### src/rtl/outport_vc_buf_pkg.sv
// Shared constants and helpers for the per-output-port VC buffer.
// Holds the VC indices, the default flit geometry and VC extraction from a flit.
package outport_vc_buf_pkg;

  localparam int unsigned VC_EVEN = 0;
  localparam int unsigned VC_ODD  = 1;

  localparam int unsigned DATA_W = 64;
  localparam int unsigned VC_BIT = 63;

  function automatic logic flit_vc(input logic [DATA_W-1:0] flit);
    return flit[VC_BIT];
  endfunction

endpackage

### src/rtl/outport_vc_fifo.sv
// Small synchronous FIFO used once per virtual channel.
// Combinational head read; pointers wrap modulo DEPTH (power of two).
module outport_vc_fifo #(
  parameter int unsigned DATA_W = 64,
  parameter int unsigned DEPTH  = 2,
  localparam int unsigned PTR_W = $clog2(DEPTH)
) (
  input  logic              clk,
  input  logic              reset,
  input  logic              push,
  input  logic              pop,
  input  logic [DATA_W-1:0] wdata,
  output logic [DATA_W-1:0] rdata,
  output logic              full,
  output logic              empty,
  output logic [PTR_W:0]    count
);

  localparam logic [PTR_W:0] FULL_COUNT = (PTR_W + 1)'(DEPTH);

  logic [DATA_W-1:0] mem_q [DEPTH];
  logic [PTR_W-1:0]  wr_ptr_q, rd_ptr_q;
  logic [PTR_W:0]    count_q;

  always_ff @(posedge clk) begin
    if (reset) begin
      wr_ptr_q <= '0;
      rd_ptr_q <= '0;
      count_q  <= '0;
    end else begin
      if (push) wr_ptr_q <= wr_ptr_q + 1'b1;
      if (pop)  rd_ptr_q <= rd_ptr_q + 1'b1;
      unique case ({push, pop})
        2'b10:   count_q <= count_q + 1'b1;
        2'b01:   count_q <= count_q - 1'b1;
        default: count_q <= count_q;
      endcase
    end
  end

  // Storage needs no reset: contents are only visible through count.
  always_ff @(posedge clk) begin
    if (!reset && push) mem_q[wr_ptr_q] <= wdata;
  end

  assign rdata = mem_q[rd_ptr_q];
  assign full  = (count_q == FULL_COUNT);
  assign empty = (count_q == '0);
  assign count = count_q;

endmodule

### src/rtl/outport_vc_buf.sv
// Output-port buffer: sends only the VC matching polarity, accepts only the other VC.
// Optional sent-flit counters are built when OUTBUF_STATS_EN is defined.
module outport_vc_buf #(
  parameter int unsigned DATA_W = outport_vc_buf_pkg::DATA_W,
  parameter int unsigned VC_BIT = outport_vc_buf_pkg::VC_BIT,
  parameter int unsigned DEPTH  = 2,
  localparam int unsigned PTR_W = $clog2(DEPTH)
) (
  input  logic              clk,
  input  logic              reset,
  input  logic              polarity,
  input  logic              in_we,
  input  logic [DATA_W-1:0] in_data,
  output logic              in_ready_even,
  output logic              in_ready_odd,
  input  logic              ro,
  output logic              so,
  output logic [DATA_W-1:0] dout,
  output logic              proto_err,
  output logic [15:0]       sent_cnt_even,
  output logic [15:0]       sent_cnt_odd
);

  import outport_vc_buf_pkg::*;

  localparam logic [PTR_W:0] FULL_COUNT = (PTR_W + 1)'(DEPTH);

  logic              wr_vc, wr_phase_ok, wr_err;
  logic              push_even, push_odd, pop_even, pop_odd, send;
  logic              full_even, full_odd, empty_even, empty_odd;
  logic [PTR_W:0]    count_even, count_odd;
  logic [DATA_W-1:0] rdata_even, rdata_odd, send_data;
  logic              so_q, proto_err_q;
  logic [DATA_W-1:0] dout_q;

  always_comb begin
    wr_vc       = flit_vc(in_data);
    wr_phase_ok = (wr_vc != polarity);
    push_even   = in_we && wr_phase_ok && (wr_vc == 1'(VC_EVEN)) && !full_even;
    push_odd    = in_we && wr_phase_ok && (wr_vc == 1'(VC_ODD))  && !full_odd;
    wr_err      = in_we && (!wr_phase_ok || (wr_vc ? full_odd : full_even));
    pop_even    = ro && (polarity == 1'(VC_EVEN)) && !empty_even;
    pop_odd     = ro && (polarity == 1'(VC_ODD))  && !empty_odd;
    send        = pop_even || pop_odd;
    send_data   = polarity ? rdata_odd : rdata_even;
  end

  outport_vc_fifo #(
    .DATA_W (DATA_W),
    .DEPTH  (DEPTH)
  ) u_fifo_even (
    .clk   (clk),
    .reset (reset),
    .push  (push_even),
    .pop   (pop_even),
    .wdata (in_data),
    .rdata (rdata_even),
    .full  (full_even),
    .empty (empty_even),
    .count (count_even)
  );

  outport_vc_fifo #(
    .DATA_W (DATA_W),
    .DEPTH  (DEPTH)
  ) u_fifo_odd (
    .clk   (clk),
    .reset (reset),
    .push  (push_odd),
    .pop   (pop_odd),
    .wdata (in_data),
    .rdata (rdata_odd),
    .full  (full_odd),
    .empty (empty_odd),
    .count (count_odd)
  );

  always_ff @(posedge clk) begin
    if (reset) begin
      so_q        <= 1'b0;
      dout_q      <= '0;
      proto_err_q <= 1'b0;
    end else begin
      so_q <= send;
      if (send)   dout_q      <= send_data;
      if (wr_err) proto_err_q <= 1'b1;
    end
  end

  assign so            = so_q;
  assign dout          = dout_q;
  assign proto_err     = proto_err_q;
  assign in_ready_even = (count_even != FULL_COUNT);
  assign in_ready_odd  = (count_odd != FULL_COUNT);

`ifdef OUTBUF_STATS_EN
  logic [15:0] cnt_even_q, cnt_odd_q;

  always_ff @(posedge clk) begin
    if (reset) begin
      cnt_even_q <= '0;
      cnt_odd_q  <= '0;
    end else begin
      if (pop_even && cnt_even_q != 16'hFFFF) cnt_even_q <= cnt_even_q + 16'd1;
      if (pop_odd  && cnt_odd_q  != 16'hFFFF) cnt_odd_q  <= cnt_odd_q  + 16'd1;
    end
  end

  assign sent_cnt_even = cnt_even_q;
  assign sent_cnt_odd  = cnt_odd_q;
`else
  assign sent_cnt_even = 16'h0000;
  assign sent_cnt_odd  = 16'h0000;
`endif

endmodule

### config.mk
export PLATFORM = sky130hd
export DESIGN_NAME = outport_vc_buf
export DESIGN_NICKNAME = d
export VERILOG_FILES = /design/src/rtl/outport_vc_buf_pkg.sv /design/src/rtl/outport_vc_fifo.sv /design/src/rtl/outport_vc_buf.sv
export SDC_FILE = /design/constraint.sdc
export NUM_CORES = 1
export LEC_CHECK = 0
export ABC_AREA = 1
export CORE_ASPECT_RATIO = 0.8
export CORE_MARGIN = 3
export CORE_UTILIZATION = 30
export DETAILED_ROUTE_END_ITERATION = 10
export DONT_BUFFER_PORTS = 1
export SYNTH_ARGS = -nofsm -noshare
export SYNTH_HDL_FRONTEND = slang
export SYNTH_SLANG_ARGS = --single-unit
### constraint.sdc
create_clock -name clk -period 7.2 [get_ports clk]
set_input_delay 1.08 -clock clk [delete_from_list [all_inputs] [get_ports clk]]
set_output_delay 1.08 -clock clk [all_outputs]
set_load 0.03 [all_outputs]
# == After elaboration in Yosys (flattened, before gate mapping) ==
# Memories as Yosys holds them, arrays and structs flattened. A register that Yosys moved wholly into a read port is not among the register bits.
# Index checks and enable logic that the tools add are counted.
# W data, S select, Z words.
# totals
memories,2
out_inout_bits,100
mem_bits_rw,256
regBits,74
# classes
mux,12
bitwise_logic,2
n_addsub,8
eq_ne,9
reduce_logical,24
# memory_table
name,depth,width,read_ports,rd_clocked_by_memory_dff,wr,line_no,text
u_fifo_even.mem_q,2,64,1,1,1,outport_vc_fifo.sv:21,logic [DATA_W-1:0] mem_q [DEPTH];
u_fifo_odd.mem_q,2,64,1,1,1,outport_vc_fifo.sv:21,
# ops
operator,count
$mux W64,1
$logic_and A1 B1 Y1,12
$mux W1,9
$eq A2 B2 Y1 const B,4
$pmux W2 S2,2
$logic_not A1 Y1,6
$add A1 B1 Y1 const B,4
$add A2 B1 Y2 const B,2
$eq A2 B1 Y1 const B,2
$logic_not A2 Y1,2
$ne A2 B2 Y1 const B,2
$reduce_bool A2 Y1,2
$sub A2 B1 Y2 const B,2
$logic_or A1 B1 Y1,2
$not A1 Y1,2
$ne A1 B1 Y1,1

# == Depth between registers and ports, before layout ==
# Gate-level depths: netlist of run 1.
# depth
word_depth,7
mapped_depth,11

# == By module ==
# Synthesis of run 1 repeated with hierarchy kept, for this count alone.
# hier_totals
hier_cells,1148
area_unflattened_um2,14271.2
# by_module_without_submodules
module,cells_per_inst,instances,area_each_um2,seq_area_each_um2
outport_vc_fifo,233,2,5151.2,3943.8
outport_vc_buf,682,1,3968.8,1321.3

# == Least setup slack after synthesis of run 1 ==
# No wires, ideal clock.
# synth_path
path_kind,input-to-reg
startpoint,in polarity
endpoint,"mem u_fifo_even.mem_q[1][0], enable pin"
slack_ns,0.638
t_arrival_ns,5.998
stages,6
path_cell_list,buf_2 buf_2 nand3_1 inv_1 nand2_1 nor3_1
# synth_between
elab_chain_len,7
# synth_lines
element,line_no,text
start: declaration,outport_vc_buf.sv:11,"input logic polarity,"
$ne A1 B1 Y1,outport_vc_buf.sv:38,wr_phase_ok = (wr_vc != polarity);
$logic_and A1 B1 Y1 (3 in a row),outport_vc_buf.sv:39,push_even = in_we && wr_phase_ok && (wr_vc == 1'(VC_EVEN)) && !full_even;
$logic_and A1 B1 Y1,outport_vc_fifo.sv:43,if (!reset && push) mem_q[wr_ptr_q] <= wdata;
$mux W1,outport_vc_fifo.sv:43,
$mux W1 (not written as such),outport_vc_fifo.sv:43,
end: declaration,outport_vc_fifo.sv:21,
# Every way passes these cells.

# == Final worst setup path of run 1 ==
# layout_path
startpoint,"reg u_fifo_odd.count_q[0], in the netlist u_fifo_odd.count[0]"
endpoint,"mem u_fifo_odd.mem_q[0][61], enable pin"
# layout_between
elab_chain_len,6
# layout_lines
element,line_no,text
start: declaration,outport_vc_fifo.sv:23,logic [PTR_W:0] count_q;
start signal: assignment,outport_vc_fifo.sv:34,2'b10: count_q <= count_q + 1'b1;
start signal: assignment,outport_vc_fifo.sv:35,2'b01: count_q <= count_q - 1'b1;
start signal: assignment,outport_vc_fifo.sv:36,default: count_q <= count_q;
$eq A2 B2 Y1,outport_vc_fifo.sv:47,assign full = (count_q == FULL_COUNT);
$logic_not A1 Y1,outport_vc_buf.sv:40,push_odd = in_we && wr_phase_ok && (wr_vc == 1'(VC_ODD)) && !full_odd;
$logic_and A1 B1 Y1,outport_vc_buf.sv:40,
$logic_and A1 B1 Y1,outport_vc_fifo.sv:43,
$mux W1,outport_vc_fifo.sv:43,
$mux W1 (not written as such),outport_vc_fifo.sv:43,
end: declaration,outport_vc_fifo.sv:21,
# Every way passes these cells.

==> results of run 1 <==
==> power by group through the flow <==
stage / combinational [W] / sequential, W / clock [W]
final: 0.000203 / 0.00221 / 0.00184
after global routing: 0.000234 / 0.00222 / 0.00198
after CTS: 0.000209 / 0.00222 / 0.00189
after detailed placement: 0.000208 / 0.00226 / 0
after global placement: 0.000204 / 0.00226 / 0
after floorplan: 0.000205 / 0.00223 / 0
==> stage by stage <==
| step | util (%) | total power [W] | setup WS, ns | area (um2) | hold WS, ns |
|---|---|---|---|---|---|
| after CTS | 34.3 | 0.00432 | 4.37 | 14900 | 0.446 |
| after detailed placement | 31.5 | 0.00246 | 3.90 | 13700 | 0.442 |
| final | 34.3 | 0.00425 | 4.45 | 14900 | 0.447 |
| after global placement | 31.5 | 0.00246 | 3.87 | 13700 | 0.433 |
| after global routing | 34.3 | 0.00443 | 4.27 | 14900 | 0.460 |
| after floorplan | - | 0.00243 | 0.638 | 13500 | 0.426 |
==> logic make-up (layout without fill, tap and decap cells) <==
family          after synthesis  count (layout)  synth area share (%)
xor+xnor                      1               1                0.0656
compound gates              145             145                  6.67
flops                       332             332                  69.0
other cells                   1              33                0.0281
fa+ha+maj                     2               2                 0.187
buf+inv                     181             152                  6.61
simple gates                546             546                  17.4
==> cells in the mapped netlist, drive strengths merged <==
library cell | instances | share of area [%]
a21oi | 11 | 0.41
buf | 79 | 3.7
clkbuf | 23 | 0.65
clkinv | 1 | 0.028
conb | 1 | 0.028
dfxtp | 76 | 11
edfxtp | 256 | 58
ha | 2 | 0.19
inv | 78 | 2.2
nand2 | 209 | 5.9
nand3 | 5 | 0.23
nand3b | 64 | 3.6
nor2 | 266 | 7.6
nor3 | 2 | 0.075
o211ai | 64 | 3.6
o21ai | 68 | 2.5
o21bai | 2 | 0.11
xor2 | 1 | 0.066
==> cell type report <==
| type | count | area [um2] |
|---|---|---|
| fillers | 4279 | 28600 |
| flip-flops and latches | 332 | 9220 |
| multi-input cells | 726 | 3410 |
| clock buffers | 48 | 1010 |
| well taps | 595 | 744 |
| inverters | 79 | 297 |
| clock inverters | 15 | 184 |
| repair buffers | 10 | 75.1 |
| diodes | 1 | 2.50 |
==> placed cells by master (no fill, tap or decap), types with 3 or more instances in the layout <==
cell / Yosys / layout
a21oi_1: 11 / 11
buf_4: 33 / 10
bufinv_16: 0 / 4
clkbuf_1: 23 / 8
clkbuf_16: 0 / 38
clkinv_1: 1 / 3
clkinv_2: 0 / 4
conb_1: 1 / 32
dfxtp_1: 76 / 74
edfxtp_1: 256 / 256
inv_1: 73 / 73
inv_2: 5 / 6
nand2_1: 208 / 208
nand3_1: 4 / 4
nand3b_1: 64 / 64
nor2_1: 263 / 261
nor2_4: 0 / 3
o211ai_1: 64 / 64
o21ai_0: 68 / 68
==> state kept, by name, summed over array words and instances (netlist names), named ones only <==
signal	cells
u_fifo_even.mem_q	128
u_fifo_even.wr_ptr_q	1
u_fifo_odd.count	2
u_fifo_odd.rd_ptr_q	1
dout	64
u_fifo_even.rd_ptr_q	1
u_fifo_odd.mem_q	128
proto_err	1
u_fifo_even.count	2
u_fifo_odd.wr_ptr_q	1
so	1
==> critical path: stages (launching register included) <==
cell and delay (ns):
dfxtp_1 0.39, inv_1 0.08, nand2_1 0.32, nand3_1 0.21, nor2_4 0.60, buf_4 0.71
==> final timing paths <==
kind,slack (ns),start,end,cells after the start
min reg2reg,0.45,u_fifo_odd.rd_ptr_q$_SDFFE_PP0P_,flip-flop,1
min,0.45,u_fifo_odd.rd_ptr_q$_SDFFE_PP0P_,flip-flop,1
max reg2reg,4.45,u_fifo_odd.count[0]$_SDFFE_PP0P_,u_fifo_odd.mem_q[0][61]$_DFFE_PP_,5
max,4.45,u_fifo_odd.count[0]$_SDFFE_PP0P_,u_fifo_odd.mem_q[0][61]$_DFFE_PP_,5
==> routing by layer <==
metal  share of wire [%]  up-vias  GRT usage [%]
met3                 9.8       43           5.46
li1                    -     3958              -
met5                   0        -              0
met1                  41     3701           15.0
met2                  47      178           20.9
met4                 2.4        0           3.67
==> results.sh, run 1 <==
export IMPL_outcome="finished, final reports clean"
export IMPL_start_util_pct=30.6
export IMPL_ctsLongestPathBuffers=3
export IMPL_drt_wl_total_mm=30.3
export IMPL_combPwrFrac_pct=4.8
export IMPL_netlist_area_mm2=0.0133
export IMPL_clk_pin_slew_ns=0.06
export IMPL_via_per_inst=4.36
export IMPL_dieArea_mm2=0.0471
export IMPL_vdd_drop_max_v=0.000160
export IMPL_post_cts_buffers=0
export IMPL_p_switching_w=0.000942
export IMPL_crit_path_start_kind="flip-flop"
export IMPL_synth_cell_types=26
export IMPL_gp_congestion=0.733
export IMPL_setup_viol=0
export IMPL_io_pins=169
export IMPL_syn2layout_area_growth_pct=11.9
export IMPL_cellLeakagePower_nw=5.53
export IMPL_clock_power_share_pct=43.2
export IMPL_root_buffer="clkbuf_16"
export IMPL_fp_coreArea_mm2=0.0436
export IMPL_htreeDepth=2
export IMPL_place_inst=1742
export IMPL_cts_sinks=332
export IMPL_p_int_w=0.00331
export IMPL_worstMarginPinSlew_ns=1.01
export IMPL_fin_crit_ns=2.75
export IMPL_post_route_period_util_pct=38.1
export IMPL_report_final_slew_viol_count=0
export IMPL_drcViolationCount=0
export IMPL_p_per_area_mw_per_mm2=285
export IMPL_via_count=7880
export IMPL_relSlewSlack_pct=32.3
export IMPL_hold_class="flip-flop to flip-flop"
export IMPL_clk_latency_ns=0.51
export IMPL_end_kind="flip-flop"
export IMPL_grt_setup_unrepaired="false"
export IMPL_chipWidth_um=242
export IMPL_tns_ns=0
export IMPL_holdBufCountCts=0
export IMPL_drtAntennaViolNets=0
export IMPL_yosys_warnings=0
export IMPL_fp_dieH_um=195
export IMPL_wire_per_inst_um=16.8
export IMPL_cp_arrival_ns=2.87
export IMPL_numPortBuffers=0
export IMPL_drive_above_1_share_pct=6.53
export IMPL_antenna_found_initial=0
export IMPL_tritoncts="built"
export IMPL_ys_seq_area_share_pct=69.0
export IMPL_path_class="flip-flop to flip-flop"
export IMPL_final_cells=1806
export IMPL_finalHoldViolCount=0
export IMPL_cts_buffers=35
export IMPL_ctsResizeCount=0
export IMPL_firstDrtPassIters=5
export IMPL_syn_avg_cell_area_um2=11.0
export IMPL_required_ns=7.33
export IMPL_grt_ovfl_total=0
export IMPL_path_max_fanout=43
export IMPL_syn_instance_count=1208
export IMPL_hpwl_mm=17.3
export IMPL_track_usage_pct=12.6
export IMPL_skew_ns=0.0207
export IMPL_final_net_count=1255
export IMPL_fmax_mhz=364
export IMPL_num_rows=68
export IMPL_grt_pass1_wl_mm=46.0
export IMPL_grt_pass1_vias=7504
export IMPL_switching_share_pct=22.1
export IMPL_ys_ff_latch=332
export IMPL_grt_max_degree=133
export IMPL_drtIter0Drc=535
export IMPL_drv_cap=0
export IMPL_seq_power_share_pct=52.0
Power figures use the tool's default switching activity.
==> run 2: changes to the inputs <==
clock period = 2.7 ns   (was 7.2 ns; I/O delays follow)
==> run 2 against run 1 <==
  * Sequential share of layout area down 3.4 points
  * Sequential power rose to 2.7 times the previous value
  * Hold slack worse by 0.28 ns
  * First-iteration DRC count up 4.1%
  * Core utilization up 2.0 points
  * Clock power rose to 2.7 times the previous value
  * Maximum frequency up 46%
  * Largest cell class unchanged
  * Cell area up 5.8%
  * Via count up 6.5%
  * Sequential cell count unchanged
  * Combinational power rose to 3.5 times the previous value
  * Die area unchanged
==> results.sh, run 2 (same netlist as run 1, synthesis figures left out) <==
export IMPL_skew_ns=0.0117
export IMPL_via_per_inst=4.45
export IMPL_r2r_start="u_fifo_odd.count[0]$_SDFFE_PP0P_"
export IMPL_worstMarginPinSlew_ns=0.871
export IMPL_slowest_delay_ns=0.42
export IMPL_p_int_w=0.00893
export IMPL_switching_share_pct=22.6
export IMPL_grt_max_degree=133
export IMPL_p_switching_w=0.00261
export IMPL_grt_ovfl_total=0
export IMPL_start_util_pct=30.6
export IMPL_num_rows=68
export IMPL_clk_latency_ns=0.52
export IMPL_grt_pass1_wl_mm=48.3
export IMPL_firstDrtPassIters=4
export IMPL_clock_power_share_pct=42.9
export IMPL_required_ns=2.87
export IMPL_finalHoldViolCount=0
export IMPL_gp_congestion=0.723
export IMPL_cp_arrival_ns=2.04
export IMPL_via_count=8390
export IMPL_fmax_mhz=533
export IMPL_syn2layout_area_growth_pct=18.4
export IMPL_multi_input_area_mm2=0.00344
export IMPL_fp_coreArea_mm2=0.0436
export IMPL_tritoncts="built"
export IMPL_path_class="flip-flop to flip-flop"
export IMPL_min_path_cells=2
export IMPL_hpwl_mm=18.7
export IMPL_grt_pass1_vias=8073
export IMPL_hold_path_end="proto_err$_SDFFE_PP0P_"
export IMPL_drtIter0Drc=557
export IMPL_cellLeakagePower_nw=5.91
export IMPL_crit_path_start_kind="flip-flop"
export IMPL_seqCellArea_mm2=0.00922
export IMPL_ctsResizeCount=0
export IMPL_report_final_slew_viol_count=0
export IMPL_layout_common_cells="261 x nor2_1, 256 x edfxtp_1, 205 x nand2_1, 74 x dfxtp_1, 71 x inv_1"
export IMPL_numPortBuffers=0
export IMPL_ctsLongestPathBuffers=3
export IMPL_cts_sinks=332
export IMPL_r2r_end="u_fifo_odd.mem_q[1][9]$_DFFE_PP_"
export IMPL_crit_family="simple AND/OR/NAND/NOR gates"
export IMPL_rr_worst_depth=5
export IMPL_vdd_drop_max_v=0.000311
export IMPL_p_per_area_mw_per_mm2=731
export IMPL_seq_power_share_pct=50.9
export IMPL_wire_per_inst_um=16.6
export IMPL_combPwrFrac_pct=6.2
export IMPL_hold_class="primary input to flip-flop"
export IMPL_final_common_cell="nor2_1"
export IMPL_slowest_stage="buf_4"
export IMPL_end_kind="flip-flop"
export IMPL_outcome="finished, final reports clean"
export IMPL_grt_setup_unrepaired="false"
export IMPL_fp_dieH_um=195
export IMPL_clk_pin_slew_ns=0.06
export IMPL_drv_cap=0
export IMPL_path_common_cell="nand2_2"
export IMPL_fin_area_mm2=0.0158
export IMPL_path_max_fanout=26
export IMPL_dieArea_mm2=0.0471
export IMPL_drcViolationCount=0
export IMPL_cts_buffers=36
export IMPL_min_from="in_we"
export IMPL_dp_slack_ns=0.801
export IMPL_crit_cells=5
export IMPL_htreeDepth=2
export IMPL_drive_above_1_share_pct=7.45
export IMPL_relSlewSlack_pct=41.9
export IMPL_chipWidth_um=242
export IMPL_reg2reg_slack_ns=0.82
export IMPL_drtAntennaViolNets=0
export IMPL_track_usage_pct=13.1
export IMPL_setup_viol=0
export IMPL_final_net_count=1331
export IMPL_postPlaceCellArea_mm2=0.0139
export IMPL_utilization_pct=36.3
export IMPL_whs_ns=0.164
export IMPL_fin_crit_ns=1.88
export IMPL_root_buffer="clkbuf_16"
export IMPL_nFillCells=4225
export IMPL_antenna_found_initial=9
export IMPL_crit_chain="inv_1 > nand2_2 > nand2_2 > nor3_4 > buf_4"
export IMPL_post_route_period_util_pct=69.5
export IMPL_critical_path_buf_inv_count=2
export IMPL_drt_wl_total_mm=31.4
export IMPL_worst_slack_ns=0.823
export IMPL_io_pins=169
run 2: cell types whose count changed in the layout (fill, tap and decap cells not counted), moves of 3 or more:
cell           before  now
dlygate4sd3_1       0   65
buf_12              0    5
nand2_1           208  205
buf_4              10   15
clkinv_1            3    6
run 2: power by group through the flow:
stage	Clock (W)	Sequential (W)	Combinational, W
after floorplan	0	0.00594	0.000556
final	0.00495	0.00587	0.000714
after global placement	0	0.00598	0.000587
after detailed placement	0	0.00599	0.000595
after CTS	0.00509	0.00588	0.000726
after global routing	0.00530	0.00589	0.000807
run 2: per-stage QoR:
stage / instances / setup TNS (ns) / total power (W)
global route: 1885 / 0 / 0.0120
floorplan: 1239 / -12.97 / 0.00650
CTS: 1883 / 0 / 0.0117
global placement: 1752 / 0 / 0.00657
detailed placement: 1752 / 0 / 0.00658
finish: 1886 / 0 / 0.0115
run 2: worst max-delay path by stage:
stage               slack, ns                         startpoint                                 to
CTS                      0.78   u_fifo_odd.count[0]$_SDFFE_PP0P_  u_fifo_odd.mem_q[1][56]$_DFFE_PP_
finish                   0.82   u_fifo_odd.count[0]$_SDFFE_PP0P_   u_fifo_odd.mem_q[1][9]$_DFFE_PP_
floorplan               -0.14                           polarity  u_fifo_even.mem_q[1][0]$_DFFE_PP_
global placement         0.79  u_fifo_even.count[1]$_SDFFE_PP0P_  u_fifo_even.count[1]$_SDFFE_PP0P_
detailed placement       0.80   u_fifo_odd.count[0]$_SDFFE_PP0P_   u_fifo_odd.mem_q[1][9]$_DFFE_PP_
global route             0.68  u_fifo_even.count[0]$_SDFFE_PP0P_  u_fifo_even.count[1]$_SDFFE_PP0P_
run 2: area by class of cell:
class | count | area share [%]
Inverter | 79 | 1.90
Tap cell | 595 | 4.71
Antenna cell | 3 | 0.0475
Timing Repair Buffer | 85 | 5.47
Sequential cell | 332 | 58.3
Clock inverter | 15 | 1.01
Clock buffer | 51 | 6.72
Multi-Input combinational cell | 726 | 21.8
run 2: repair_timing:
item                                   CTS  global route
buffers inserted                         0             0
endpoints found under the hold margin  260             0
setup endpoints to repair                0             0
hold buffers                            65             0
run 2: metal layers:
metal	GRT usage [%]	up-vias	share of wire, %	wire [um]
li1	-	4107	-	-
met5	0	-	0.22	69
met1	16.9	4013	44	13900
met2	20.8	203	46	14500
met3	4.47	55	7.3	2290
met4	3.74	12	1.9	610
